File: config.mk
export PLATFORM = sky130hd
export DESIGN_NAME = reloj_bcd_hhmmss
export DESIGN_NICKNAME = d
export VERILOG_FILES = /design/src/rtl/reloj_bcd_hhmmss.sv
export SDC_FILE = /design/constraint.sdc
export NUM_CORES = 1
export LEC_CHECK = 0
export ABC_AREA = 1
export CORE_AREA = 2 2 90 66
export DETAILED_ROUTE_END_ITERATION = 10
export DIE_AREA = 0 0 92 68
export PLACE_DENSITY = 0.77
export SETUP_SLACK_MARGIN = 0.4
export SLEW_MARGIN = 25
export SYNTH_ARGS = -nofsm -noshare
export SYNTH_HDL_FRONTEND = slang
export SYNTH_SLANG_ARGS = --single-unit
export TNS_END_PERCENT = 30
File: constraint.sdc
create_clock -name clk -period 3.6 [get_ports clk]
set_input_delay 0.72 -clock clk [delete_from_list [all_inputs] [get_ports clk]]
set_output_delay 0.72 -clock clk [all_outputs]
set_load 0.01 [all_outputs]
File: src/rtl/reloj_bcd_hhmmss.sv
// reloj_bcd_hhmmss: HH:MM:SS time-keeping core with 1 s prescaler and set mode.
// Ports:
//   clk, rst_n         clock, synchronous active-low reset
//   run                time advances on each tick when high (ignored in set mode)
//   set_mode           adjust mode: prescaler forced to 0, inc_min/inc_hr honoured
//   inc_min, inc_hr    per-cycle increment requests (set mode only)
//   segundo1..hora2    six BCD digits, registered
//   tick_1hz           one-cycle pulse coincident with each advanced second
//   day_wrap           one-cycle pulse when 23:59:59 rolls to 00:00:00
module reloj_bcd_hhmmss #(
    parameter int unsigned TICK_DIV = 100_000_000,
    parameter int unsigned DIV_W    = 27
) (
    input  logic       clk,
    input  logic       rst_n,
    input  logic       run,
    input  logic       set_mode,
    input  logic       inc_min,
    input  logic       inc_hr,
    output logic [3:0] segundo1,
    output logic [3:0] segundo2,
    output logic [3:0] minuto1,
    output logic [3:0] minuto2,
    output logic [3:0] hora1,
    output logic [3:0] hora2,
    output logic       tick_1hz,
    output logic       day_wrap
);

    localparam int unsigned DIG_W = 4;

    logic [DIV_W-1:0] presc_q, presc_d;
    logic [DIG_W-1:0] s1_q, s1_d, s2_q, s2_d;
    logic [DIG_W-1:0] m1_q, m1_d, m2_q, m2_d;
    logic [DIG_W-1:0] h1_q, h1_d, h2_q, h2_d;
    logic             tick_q, tick_d;
    logic             wrap_q, wrap_d;

    logic             last_cnt;
    logic             sec_carry;
    logic             min_carry;
    logic             hr_max;

    // Minutes +1 modulo 60 as a BCD pair {tens, units}.
    function automatic logic [2*DIG_W-1:0] next_min(input logic [DIG_W-1:0] tens,
                                                    input logic [DIG_W-1:0] units);
        logic [DIG_W-1:0] t;
        logic [DIG_W-1:0] u;
        t = tens;
        u = units;
        if (units == DIG_W'(9)) begin
            u = '0;
            t = (tens == DIG_W'(5)) ? '0 : tens + DIG_W'(1);
        end else begin
            u = units + DIG_W'(1);
        end
        return {t, u};
    endfunction

    // Hours +1 modulo 24 as a BCD pair {tens, units}.
    function automatic logic [2*DIG_W-1:0] next_hr(input logic [DIG_W-1:0] tens,
                                                   input logic [DIG_W-1:0] units);
        logic [DIG_W-1:0] t;
        logic [DIG_W-1:0] u;
        t = tens;
        u = units;
        if (tens == DIG_W'(2) && units == DIG_W'(3)) begin
            t = '0;
            u = '0;
        end else if (units == DIG_W'(9)) begin
            t = tens + DIG_W'(1);
            u = '0;
        end else begin
            u = units + DIG_W'(1);
        end
        return {t, u};
    endfunction

    assign last_cnt  = (presc_q == DIV_W'(TICK_DIV - 1));
    assign sec_carry = (s1_q == DIG_W'(9)) && (s2_q == DIG_W'(5));
    assign min_carry = (m1_q == DIG_W'(9)) && (m2_q == DIG_W'(5));
    assign hr_max    = (h2_q == DIG_W'(2)) && (h1_q == DIG_W'(3));

    // Next-state: set-mode adjustments, or prescaler plus carry chain.
    always_comb begin
        presc_d = presc_q;
        s1_d    = s1_q;
        s2_d    = s2_q;
        m1_d    = m1_q;
        m2_d    = m2_q;
        h1_d    = h1_q;
        h2_d    = h2_q;
        tick_d  = 1'b0;
        wrap_d  = 1'b0;

        if (set_mode) begin
            presc_d = '0;
            if (inc_min) begin
                {m2_d, m1_d} = next_min(m2_q, m1_q);
                s1_d = '0;
                s2_d = '0;
            end
            if (inc_hr) begin
                {h2_d, h1_d} = next_hr(h2_q, h1_q);
            end
        end else if (run) begin
            if (last_cnt) begin
                presc_d = '0;
                tick_d  = 1'b1;
                wrap_d  = sec_carry && min_carry && hr_max;
                if (s1_q == DIG_W'(9)) begin
                    s1_d = '0;
                    s2_d = (s2_q == DIG_W'(5)) ? '0 : s2_q + DIG_W'(1);
                end else begin
                    s1_d = s1_q + DIG_W'(1);
                end
                if (sec_carry) begin
                    {m2_d, m1_d} = next_min(m2_q, m1_q);
                end
                if (sec_carry && min_carry) begin
                    {h2_d, h1_d} = next_hr(h2_q, h1_q);
                end
            end else begin
                presc_d = presc_q + DIV_W'(1);
            end
        end
    end

    // State registers with synchronous reset.
    always_ff @(posedge clk) begin
        if (!rst_n) begin
            presc_q <= '0;
            s1_q    <= '0;
            s2_q    <= '0;
            m1_q    <= '0;
            m2_q    <= '0;
            h1_q    <= '0;
            h2_q    <= '0;
            tick_q  <= 1'b0;
            wrap_q  <= 1'b0;
        end else begin
            presc_q <= presc_d;
            s1_q    <= s1_d;
            s2_q    <= s2_d;
            m1_q    <= m1_d;
            m2_q    <= m2_d;
            h1_q    <= h1_d;
            h2_q    <= h2_d;
            tick_q  <= tick_d;
            wrap_q  <= wrap_d;
        end
    end

    assign segundo1 = s1_q;
    assign segundo2 = s2_q;
    assign minuto1  = m1_q;
    assign minuto2  = m2_q;
    assign hora1    = h1_q;
    assign hora2    = h2_q;
    assign tick_1hz = tick_q;
    assign day_wrap = wrap_q;

endmodule
==> results.toml <==
[worst_setup_path]
path_common_cell = "inv_2"
crit_fanout = 10
reg2reg_depth = 8
max_stage_delay_ns = 0.56
cp_num_buf_inv = 3
worstPathArrival_ns = 2.50
cp_slowest_cell = "clkdlybuf4s50_1"
critPathKind = "primary input to register"
start_kind = "primary input"
setup.worst_path.end_class = "register"
path_depth = 7
critPathTopFamily = "buffers and inverters"
cp_data_required_time_ns = 3.87
crit_path_cell_trace = "clkdlybuf4s50_1 > inv_2 > nand2_1 > nor2_1 > inv_2 > a21oi_1 > o21a_1"

[grt]
grt_start_max_net_pins = 19
grt_util_all_layers = 0.215
antenna_found_initial = 0
grt-ovfl-total = 0
grt_pass1_wl_mm = 10.7
grt_pass1_vias = 2376

[finish]
multiInputGateArea_sq_um = 1590
final_cell_mix = "nand2_1 (86), nor2_1 (63), dfxtp_1 (53)"
fillers = 490
final_layout_size_suffix_gt1_frac = 0.0867
final_common_cell = "nand2_1"
nets = 464
finalCoreUtilization = 0.621
final_area_sq_um = 3400
regArea_sq_um = 1060
stdcell_count = 525
syn2layout_area_growth_pct = 18.0
n_antenna_cell = 0

[synth]
synth.area.mux_share = 0
syn_area_sq_um = 2880
synth-xor-area-share = 0.0457
synth-seq-cells = 53
synth_top_family_by_area = "simple AND/OR/NAND/NOR gates"
syn_nets = 429
synth_cell_type_count = 35
synth_compound_area_frac = 0.0891
ys_warn_count = 0
synthFlopType = "dfxtp_1"
yosys.area_share.simple = 0.379
synth-edff-count = 0
synthAdderAreaFrac = 0.0391
ys_seq_area_frac = 0.369
synth.avg_cell_area_sq_um = 6.95
async_flop_share = 0
synthCells = 414

[timing]
finalHoldViolCount = 0
skew_ns = 0.00447
tightest_slew_ns = 0.559
finalSetupViolCount = 0
fmax_mhz = 448
setup_tns_ns = 0
relSlewSlack = 0.627
rsz0062_at_grt = "false"
min_period_over_period = 0.619
fin_ws_ns = 1.37
period_needed_ns = 2.23
slew_viol_final = 0
whs_ns = 0.495

[placed_design]
dp_hpwl_mm = 4.70
portBuffers = 31
dpl_cell_area_sq_um = 3260
pre_cts_ws_ns = 1.13
gp_congestion = 0.866
dp.cells = 517

[cts]
clockBufferDepth = 2
clk_pin_slew_worst_paths_ns = 0.10
cts_resized = 0
htree_levels = 2
worst_skew_pair.late_latency_ns = 0.32
cts_setup_buffers = 0
cts_root_buf = "clkbuf_8"
cts_num_sinks = 53
numCtsBuffers = 5
cts_hold_buf = 0
cts_tree = "built"

[power_and_ir_drop]
power.total_mw = 1.16
internal-power_mw = 0.901
pwr-share-seq = 0.518
ir_worst_vdd_mv = 0.222
power_density_nw_per_um2 = 342
leakagePower_nw = 1.28
p_clk_frac = 0.414
netSwitchingPower_mw = 0.261
p_comb_frac = 0.068
p_sw_frac = 0.225

[detailed_routing]
drt-total-wl_mm = 6.40
first_pass_iters = 4
vias_per_cell = 5.15
wl_per_cell_microns = 12.2
drtIter0Drc = 117
drc = 0
drtAntennaViolNets = 0
dr_total_vias = 2705

[run_status]
status = "finished, final reports clean"

[die]
die_y_microns = 68
io_pins = 32
die-area_sq_um = 6260
start_util = 0.526
num_rows = 23
core_sq_um = 5470
die_x_microns = 92

[run]
drv_cap = 0

[hold_path]
hold_path.class = "register to register"
hold_depth = 2
[worst paths after layout]
kind / start / end / slack (ns)
worst max-delay path: set_mode / presc_q[16] / 1.37
worst min-delay path: presc_q[14] / presc_q[14] / 0.50
worst max register to register: segundo1[0] / minuto1[3] / 1.78
worst min register to register: presc_q[14] / presc_q[14] / 0.50
[flip-flops by register name (all words and copies together), names as in the netlist]
| name | count |
|---|---|
| minuto2 | 4 |
| hora2 | 4 |
| hora1 | 4 |
| minuto1 | 4 |
| segundo1 | 4 |
| day_wrap | 1 |
| presc_q | 27 |
| segundo2 | 4 |
| tick_1hz | 1 |
[tightest hold or removal path: stages, from the launching register on]
cell and delay (ns):
dfxtp_1 0.34, inv_1 0.07, a21oi_1 0.05
[layout make-up]
type	count	area share
Multi-Input combinational cell	305	0.468
Clock buffer	5	0.0203
Clock inverter	3	0.0192
Tap cell	75	0.0276
Inverter	51	0.0564
Timing Repair Buffer	33	0.0958
Sequential cell	53	0.312
[synthesized netlist by cell type (all sizes together) (2+ instances only)]
| cell | number | share of area |
|---|---|---|
| nand2 | 93 | 0.13 |
| nor2 | 75 | 0.11 |
| dfxtp | 53 | 0.37 |
| inv | 50 | 0.065 |
| nand3 | 34 | 0.064 |
| a21oi | 26 | 0.045 |
| nand4 | 14 | 0.030 |
| o21ai | 13 | 0.023 |
| nor3 | 11 | 0.025 |
| xor2 | 10 | 0.030 |
| ha | 9 | 0.039 |
| xnor2 | 5 | 0.015 |
| buf | 3 | 0.0096 |
| o21a | 3 | 0.0078 |
| a211oi | 2 | 0.0052 |
| clkbuf | 2 | 0.0026 |
| nor3b | 2 | 0.0052 |
| nor4 | 2 | 0.0043 |
[layer usage]
layer | vias up | GRT usage | part of all wire
li1 | 1408 | - | -
met1 | 1223 | 0.311 | 0.53
met2 | 70 | 0.324 | 0.41
met3 | 4 | 0.0518 | 0.055
met4 | 0 | 0.0541 | 0.0056
met5 | - | 0 | 0
[power groups by stage]
stage	clock network [mW]	registers, mW	logic [mW]
final	0.481	0.602	0.0793
after global routing	0.515	0.604	0.0896
after CTS	0.488	0.602	0.0789
after detailed placement	0	0.615	0.0784
after global placement	0	0.615	0.0773
after floorplan	0	0.616	0.0478
[cells by family (layout without fill, tap and decap cells)]
logic type | count (synthesis) | after routing
buffers and inverters | 56 | 92
adders and majority gates | 9 | 9
and+or+nand+nor | 234 | 234
DFF | 53 | 53
AOI/OAI and AO/OA | 47 | 47
xor gates and xnor gates | 15 | 15
No activity file was read; power rests on OpenSTA's default activity.
